## config.mk

```make
export PLATFORM = sky130hd
export DESIGN_NAME = reg_file_idu
export DESIGN_NICKNAME = d
export VERILOG_FILES = /design/src/rtl/reg_file_idu.sv
export SDC_FILE = /design/constraint.sdc
export NUM_CORES = 1
export LEC_CHECK = 0
export BUFFER_PORTS_ARGS = -buffer_cell sky130_fd_sc_hd__buf_2
export CAP_MARGIN = 20
export CORE_ASPECT_RATIO = 2
export CORE_UTILIZATION = 47
export CTS_CLUSTER_SIZE = 14
export DETAILED_ROUTE_END_ITERATION = 6
export PLACE_DENSITY = 0.75
export SYNTH_ARGS = -nofsm -noshare
export SYNTH_HDL_FRONTEND = slang
export SYNTH_SLANG_ARGS = --single-unit
export TNS_END_PERCENT = 100
```

## constraint.sdc

```tcl
create_clock -name i_Clk -period 4.9 [get_ports i_Clk]
set_input_delay 0.49 -clock i_Clk [delete_from_list [all_inputs] [get_ports i_Clk]]
set_output_delay 0.49 -clock i_Clk [all_outputs]
set_load 0.005 [all_outputs]
```

## src/rtl/reg_file_idu.sv

```systemverilog
// CPU register file: split byte pairs plus full-width registers, two byte read ports,
// one wide read port, an inc/dec unit on the address path and a write-collision flag.
module reg_file_idu #(
  parameter int W         = 8,
  parameter int NUM_PAIRS = 4,
  parameter int NUM_WIDE  = 2,
  parameter int TAP_SEL   = 3,
  localparam int B8       = $clog2(2 * NUM_PAIRS),
  localparam int B16      = $clog2(NUM_PAIRS + NUM_WIDE)
) (
  input  logic           i_Clk,
  input  logic           i_nRst,
  input  logic           i_Enable,
  input  logic [B8-1:0]  i_Rd8A_Sel,
  output logic [W-1:0]   o_Rd8A,
  input  logic [B8-1:0]  i_Rd8B_Sel,
  output logic [W-1:0]   o_Rd8B,
  input  logic [B16-1:0] i_Rd16_Sel,
  output logic [2*W-1:0] o_Rd16,
  input  logic           i_Wr8_En,
  input  logic [B8-1:0]  i_Wr8_Sel,
  input  logic [W-1:0]   i_Wr8_Data,
  input  logic           i_Wr16_En,
  input  logic [B16-1:0] i_Wr16_Sel,
  input  logic [2*W-1:0] i_Wr16_Data,
  input  logic           i_Idu_En,
  input  logic [B16-1:0] i_Idu_Sel,
  input  logic [1:0]     i_Idu_Op,
  output logic [2*W-1:0] o_Idu_Addr,
  output logic [2*W-1:0] o_Tap,
  output logic           o_Collision
);

  localparam int NUM_REGS  = NUM_PAIRS + NUM_WIDE;
  localparam int NUM_BYTES = 2 * NUM_PAIRS;
  localparam logic [2*W-1:0] ONE = 1;

  // Pair registers hold the hi byte (even byte index) in the upper half.
  logic [2*W-1:0] regs      [NUM_REGS];
  logic [2*W-1:0] next_regs [NUM_REGS];
  logic [2*W-1:0] view      [NUM_REGS];

  logic           wr8_ok;
  logic           wr16_ok;
  logic           idu_ok;
  logic           idu_wb;
  logic [2*W-1:0] idu_addr;
  logic [2*W-1:0] idu_val;
  logic           coll_p0;
  logic           coll_p1;

  function automatic logic [2*W-1:0] idu_step(input logic [2*W-1:0] v, input logic dec);
    return dec ? (v - ONE) : (v + ONE);
  endfunction

  always_comb begin
    wr8_ok  = i_Wr8_En  && (int'(i_Wr8_Sel)  < NUM_BYTES);
    wr16_ok = i_Wr16_En && (int'(i_Wr16_Sel) < NUM_REGS);
    idu_ok  = i_Idu_En  && (int'(i_Idu_Sel)  < NUM_REGS);
    idu_wb  = idu_ok && !i_Idu_Op[1];
    idu_addr = '0;
    for (int i = 0; i < NUM_REGS; i++) begin
      if (i_Idu_Sel == B16'(i)) idu_addr = regs[i];
    end
    idu_val = idu_step(idu_addr, i_Idu_Op[0]);
  end

  // Per-register next-value resolution: Wr16 > IDU writeback > Wr8.
  always_comb begin
    logic w16, wi, w8_hi, w8_lo;
    coll_p0 = 1'b0;
    for (int i = 0; i < NUM_REGS; i++) begin
      w16   = wr16_ok && (i_Wr16_Sel == B16'(i));
      wi    = idu_wb  && (i_Idu_Sel  == B16'(i));
      w8_hi = wr8_ok && (i < NUM_PAIRS) && (i_Wr8_Sel == B8'(2 * i));
      w8_lo = wr8_ok && (i < NUM_PAIRS) && (i_Wr8_Sel == B8'(2 * i + 1));
      next_regs[i] = regs[i];
      if (w8_hi) next_regs[i][2*W-1:W] = i_Wr8_Data;
      if (w8_lo) next_regs[i][W-1:0]   = i_Wr8_Data;
      if (wi)    next_regs[i]          = idu_val;
      if (w16)   next_regs[i]          = i_Wr16_Data;
      if ((w16 && wi) || (w16 && (w8_hi || w8_lo)) || (wi && (w8_hi || w8_lo)))
        coll_p0 = 1'b1;
    end
  end

  // Read ports see the resolved next value only while the tick is enabled.
  always_comb begin
    for (int i = 0; i < NUM_REGS; i++) begin
      view[i] = i_Enable ? next_regs[i] : regs[i];
    end
  end

  always_comb begin
    o_Rd8A = '0;
    o_Rd8B = '0;
    o_Rd16 = '0;
    for (int i = 0; i < NUM_PAIRS; i++) begin
      if (i_Rd8A_Sel == B8'(2 * i))     o_Rd8A = view[i][2*W-1:W];
      if (i_Rd8A_Sel == B8'(2 * i + 1)) o_Rd8A = view[i][W-1:0];
      if (i_Rd8B_Sel == B8'(2 * i))     o_Rd8B = view[i][2*W-1:W];
      if (i_Rd8B_Sel == B8'(2 * i + 1)) o_Rd8B = view[i][W-1:0];
    end
    for (int i = 0; i < NUM_REGS; i++) begin
      if (i_Rd16_Sel == B16'(i)) o_Rd16 = view[i];
    end
  end

  assign o_Idu_Addr  = idu_addr;
  assign o_Tap       = regs[TAP_SEL];
  assign o_Collision = coll_p1;

  // State update boundary
  always_ff @(posedge i_Clk or negedge i_nRst) begin
    if (!i_nRst) begin
      for (int i = 0; i < NUM_REGS; i++) regs[i] <= '0;
      coll_p1 <= 1'b0;
    end else if (i_Enable) begin
      for (int i = 0; i < NUM_REGS; i++) regs[i] <= next_regs[i];
      coll_p1 <= coll_p0;
    end
  end

endmodule

```

=== Word-level counts from Yosys, hierarchy flattened ===
Index checks and enable logic that the tools add are counted.

* $add $sub $neg: 2
* Magnitude comparators: 2
* Equal/unequal tests: 36
* Mux-type cells: 61
* Reduce and logical (&&, ||, !) cells: 56

{| class="wikitable"
|+ Operators by type and width
! operator !! count
|-
| $mux 16 || 31
|-
| $mux 8 || 24
|-
| $eq 3x3->1 const B || 18
|-
| $logic_and 1x1->1 || 37
|-
| $eq 3x2->1 const B || 12
|-
| $eq 3x1->1 const B || 6
|-
| $logic_not 3->1 || 6
|-
| $add 16x1->16 const B || 1
|-
| $sub 16x1->16 const B || 1
|-
| $logic_or 1x1->1 || 12
|-
| $lt 3x3->1 const B || 2
|-
| $mux 1 || 6
|-
| $logic_not 1->1 || 1
|}

* Register bits: 97
* Input port bits: 50
* Output and inout bits: 65
* Word-level logic and storage cells: 164

=== Logic depth before layout (Yosys ltp) ===
* Word-level depth: 20
* Depth in mapped cells: 18
* Depth with buffers taken out: 16

=== Least setup slack after synthesis ===
No wires, ideal clock.

* Path type: input port to output port
* Start: input i_Idu_Sel[0]
* End: output o_Rd8A[6]
* Data arrival time: 4,731 ps
* Required time: 4,410 ps
* Slack: -321 ps
* Stages on the path: 17
* Path buffers: 5
* Cells stage by stage: buf_4 buf_2 buf_1 buf_1 mux2i_1 o221ai_1 ha_1 clkbuf_1 nor2b_1 o31a_1 o31a_1 or4_1 nand4_1 o21ai_1 or4_1 and4_1 o32ai_1

* Longest elaborated chain between the ends: 20
* Elaborated cells between the ends (all ways): 42
* Classes of those cells: add/sub: 2; order compare: 1; eq/ne: 5; mux: 27; reduce/logical: 7

{| class="wikitable"
|+ Ends and longest elaborated chain
! item !! line !! RTL
|-
| start, declared || 27 || <nowiki>input logic [B16-1:0] i_Idu_Sel,</nowiki>
|-
| $logic_not 3->1 || 63 || <nowiki>if (i_Idu_Sel == B16'(i)) idu_addr = regs[i];</nowiki>
|-
| $mux 16 (5 in a row) || 63 ||
|-
| $mux 16 * || 63 ||
|-
| via o_Idu_Addr[2] || 29 || <nowiki>output logic [2*W-1:0] o_Idu_Addr,</nowiki>
|-
| $add 16x1->16 / $sub 16x1->16 (equally long branches) || 53 || <nowiki>return dec ? (v - ONE) : (v + ONE);</nowiki>
|-
| $mux 16 * || 53 ||
|-
| $mux 16 || 80 || <nowiki>if (wi) next_regs[i] = idu_val;</nowiki>
|-
| $mux 16 || 81 || <nowiki>if (w16) next_regs[i] = i_Wr16_Data;</nowiki>
|-
| $mux 16 || 90 || <nowiki>view[i] = i_Enable ? next_regs[i] : regs[i];</nowiki>
|-
| $mux 8 || 99 || <nowiki>if (i_Rd8A_Sel == B8'(2 * i)) o_Rd8A = view[i][2*W-1:W];</nowiki>
|-
| $mux 8 || 100 || <nowiki>if (i_Rd8A_Sel == B8'(2 * i + 1)) o_Rd8A = view[i][W-1:0];</nowiki>
|-
| $mux 8 || 99 ||
|-
| $mux 8 || 100 ||
|-
| $mux 8 || 99 ||
|-
| $mux 8 || 100 ||
|-
| $mux 8 || 99 ||
|-
| $mux 8 * || 100 ||
|-
| end, declared || 15 || <nowiki>output logic [W-1:0] o_Rd8A,</nowiki>
|}

Mark *: on every way through the listed nets, which the timed path passes. The rest lies on a longest branch.

=== Worst setup path in the final report ===
* Start: input i_Idu_Sel[1]
* End: output o_Rd16[7]

* Longest elaborated chain between the ends: 18
* Elaborated cells between the ends (all ways): 48
* Classes of those cells: add/sub: 2; order compare: 1; eq/ne: 5; mux: 31; reduce/logical: 9

{| class="wikitable"
|+ Ends and longest elaborated chain
! item !! line !! RTL
|-
| $logic_not 3->1 || 63, 74 ||
|-
| $mux 16 (6 in a row) || 63 ||
|-
| $add 16x1->16 / $sub 16x1->16 (equally long branches) || 53 ||
|-
| $mux 16 || 53 ||
|-
| $mux 16 || 80 ||
|-
| $mux 16 || 81 ||
|-
| $mux 16 || 90 ||
|-
| $mux 16 (5 in a row) || 105 || <nowiki>if (i_Rd16_Sel == B16'(i)) o_Rd16 = view[i];</nowiki>
|-
| $mux 16 * || 105 ||
|-
| end, declared || 19 || <nowiki>output logic [2*W-1:0] o_Rd16,</nowiki>
|}

Mark *: on every way between the ends. The rest lies on a longest branch, timed or not.

==> qor.yml <==
timing:
  final-setup-viol-count: 1
  timing_max_transition_violations_final: 0
  setup_slack_ns: -0.0124
  rsz0062_at_grt: "true"
  timing.slew.headroom: 0.259
  worst-slew-pin-transition_ns: 1.11
  timing.final.hold_violations: 0
  share_of_the_cycle_needed_by_the_critical_path_after_routing: 1.00
  clock_skew_ns: 0.0131
  setup_tns_ns: -0.0124
  period_needed_ns: 4.91
  achievable-frequency_mhz: 204
  whs_ns: 0.219
drt:
  num_vias: 13000
  route.detailed.wl_per_inst_um: 32.2
  finalWirelength_um: 57000
  drc_errors: 0
  dr.pass1.iters: 7
  via_per_inst: 7.33
  detailedRoute.firstIterationViolations: 2076
  drt_antenna_net_count: 0
clock_tree:
  tritoncts_clock_tree: "built"
  cts.reportedPaths.clkPinSlew_ns: 0.07
  cts_num_sinks: 97
  clock_buffers_created_by_tritoncts: 9
  cts_root_buf: "clkbuf_16"
  ctsHoldBuffers: 0
  h_tree_depth: 3
  cts_buffer_depth: 2
  clock_insertion_delay_worst_skew_ns: 0.39
floorplan:
  floorplan.die.width_um: 105
  core_region_area_um2: 20900
  design.portCount: 115
  design.die.area_um2: 22000
  start_util: 0.479
  die_height_um: 209
  row_count: 75
placed_design:
  detailedPlacementHpwl_um: 41900
  finalWeightedCongestion: 1.12
  placedInstanceArea_um2: 11800
  dp_slack_ns: -0.217
  buffer_ports.inserted: 114
global_route:
  maximum_number_of_pins_on_one_net_before_global_route_repair: 105
  grt_use_total: 0.524
  overflow: 0
  number_of_global_route_vias_before_repair: 12700
  grt.busiest_layer: "met2"
  grt_util_met2: 0.793
  groute.layer.met3.usage: 0.185
  number_of_antenna_violations_at_the_first_check_in_global_routing: 2
  grt_pass1_wl_um: 83100
  met1_usage: 0.558
logic_synthesis:
  postSynthRegisterBits: 97
  synth_cell_types: 75
  synthArstFlopShare: 1.00
  yosys_warnings: 0
  syn_area_per_cell_um2: 7.77
  ys_seq_area_frac: 0.242
  syn_inst: 1290
  mappedNetlistArea_um2: 10000
  mappedNetlistNets: 1357
  synth_flop_cell: "dfrtp_1"
  synth-edff-count: 0
worst_setup_path:
  r2r_end: "regs[30]"
  reg2reg_setup_slack_ns: 1.35
  critical_path_fanout_max: 7
  crit_path_end_kind: "primary output"
  cp_class: "primary input to primary output"
  worstRegToRegCells: 17
  worst_endpoint_data_arrival_time_ns: 4.42
  crit_required_ns: 4.41
  r2r_start: "regs[49]"
  sort_of_element_at_the_start_of_the_critical_path: "primary input"
layout:
  design_area_um2: 12600
  layout-drive-gt1-share: 0.293
  finalNetCount: 1562
  area_delta_synth_final_pct: 25.8
  fillers: 1983
  num_antenna_cells: 0
power_and_ir_drop:
  static-leakage-power_nw: 5.55
  cellPowerDensity_nw_per_um2: 345
  worst_ir_drop_vdd_v: 0.000180
flow_run:
  max_cap_viol_count: 0
status:
  result_of_the_run: "finished, violations left"
  violations: "negative setup slack"
min_path:
  min-delay-path-class: "primary input to async pin"
==> area by class of cell <==
| cell class | count | area (um^2) | share of cell area |
|---|---|---|---|
| Sequential cell | 97 | 2430 | 0.193 |
| Clock inverter | 7 | 78.8 | 0.00625 |
| Clock buffer | 9 | 225 | 0.0179 |
| Inverter | 49 | 184 | 0.0146 |
| Tap cell | 269 | 337 | 0.0267 |
| Timing Repair Buffer | 308 | 2140 | 0.169 |
| Multi-Input combinational cell | 1030 | 7220 | 0.573 |
==> flip-flops by register name, indices dropped and copies added, names as in the netlist <==
| register | count |
|---|---|
| regs | 80 |
| o_Collision | 1 |
| o_Tap | 16 |
==> critical path, stage by stage <==
cell	delay, ns
buf_4	0.12
buf_12	0.14
buf_12	0.14
mux2i_2	0.24
nor2_1	0.08
a21oi_2	0.15
o221ai_2	0.13
ha_1	0.33
buf_4	0.17
a21oi_2	0.19
o21bai_2	0.12
nor3_2	0.18
a21o_1	0.27
buf_6	0.19
xnor2_2	0.15
buf_4	0.18
o21ai_1	0.16
a221oi_1	0.13
o311a_1	0.40
a21oi_1	0.26
buf_2	0.18
==> worst max path at each step <==
| stage | endpoint | start |
|---|---|---|
| 2_1_floorplan | o_Rd8A[6] | i_Idu_Sel[0] |
| 3_3_place_gp | o_Rd8A[7] | i_Idu_Sel[1] |
| 3_5_place_dp | o_Rd8B[7] | i_Idu_Sel[1] |
| 4_1_cts | o_Rd8B[7] | i_Idu_Sel[1] |
| 5_1_grt | o_Rd8B[6] | i_Idu_Sel[1] |
| 6_report | o_Rd16[7] | i_Idu_Sel[1] |
==> layer usage <==
metal  vias up  wire (um)  share of wire
li1       5301          -              -
met1      5962      17900           0.31
met2      1216      25000           0.44
met3       492       6700           0.12
met4         0       7380           0.13
met5         -          0              0
==> report_power, final <==
group / leakage (nW) / internal [mW] / switching [mW] / total, mW
sequential: 1.14 / 0.985 / 0.220 / 1.21
combinational: 4.27 / 1.01 / 1.35 / 2.36
clock: 0.144 / 0.402 / 0.392 / 0.794
==> through the flow <==
stage                     power (mW)   util  std cells
after global placement          3.28  0.565       1734
after floorplan                 2.29      -       1290
after detailed placement        3.30  0.565       1734
after global routing            4.50  0.603       1769
final                           4.36  0.603       1769
after CTS                       4.11  0.583       1750
==> timing repair <==
item / 4_1_cts / 5_1_grt
cloned: 0 / 2
setup endpoints to repair: 9 / 27
pin swaps: 2 / 17
buffers inserted: 0 / 17
resized for setup: 12 / 62
==> cells in the final DEF, fill, tap and decap left out, types with 24 or more instances in the layout <==
cell      instances
a21oi_1         102
buf_2           109
buf_4           190
dfrtp_1          95
inv_1            46
mux2i_1          77
mux4_2           26
nand2_1         142
nand3_1          24
nor2_1          140
nor3_1           28
o211ai_1         32
o21ai_0          66
o22ai_1          31
==> cells by family after synthesis <==
logic type / after synthesis / share of synthesized area
compound gates: 461 / 0.311
fa+ha+maj: 17 / 0.0220
flops: 97 / 0.242
simple gates: 418 / 0.188
mux: 128 / 0.163
buf+inv: 163 / 0.0678
xor+xnor: 6 / 0.00599
==> cell usage after synthesis (5+ instances only) <==
master,n,share of area
or3_1,10,0.0062
or2_2,5,0.0031
ha_1,16,0.020
mux2_2,19,0.021
a31o_2,5,0.0044
nand4_1,9,0.0056
o2111ai_1,5,0.0044
a211o_1,8,0.0070
inv_1,48,0.018
o2bb2ai_1,14,0.012
nand4b_1,5,0.0044
nand3_1,24,0.012
mux4_2,26,0.058
o22ai_1,32,0.020
a221o_1,5,0.0050
o311ai_0,12,0.010
nand2b_1,5,0.0031
nor2b_1,7,0.0044
a21oi_1,107,0.053
nor2_1,142,0.053
a32oi_1,12,0.010
a31oi_1,20,0.012
o21ai_1,9,0.0045
nand2_1,142,0.053
xnor2_1,5,0.0044
dfrtp_1,97,0.24
o21ai_0,69,0.034
and3_1,11,0.0069
nor3_1,30,0.015
mux2i_1,83,0.083
buf_4,17,0.013
clkbuf_1,82,0.031
a21o_1,9,0.0067
a22oi_1,16,0.012
o221ai_1,17,0.015
o31ai_1,10,0.0075
a221oi_1,10,0.0087
and2_1,8,0.0050
a211oi_1,21,0.016
o21a_1,8,0.0060
buf_1,12,0.0045
o211ai_1,32,0.024
a2111oi_0,5,0.0044
Power figures use the tool's default switching activity.
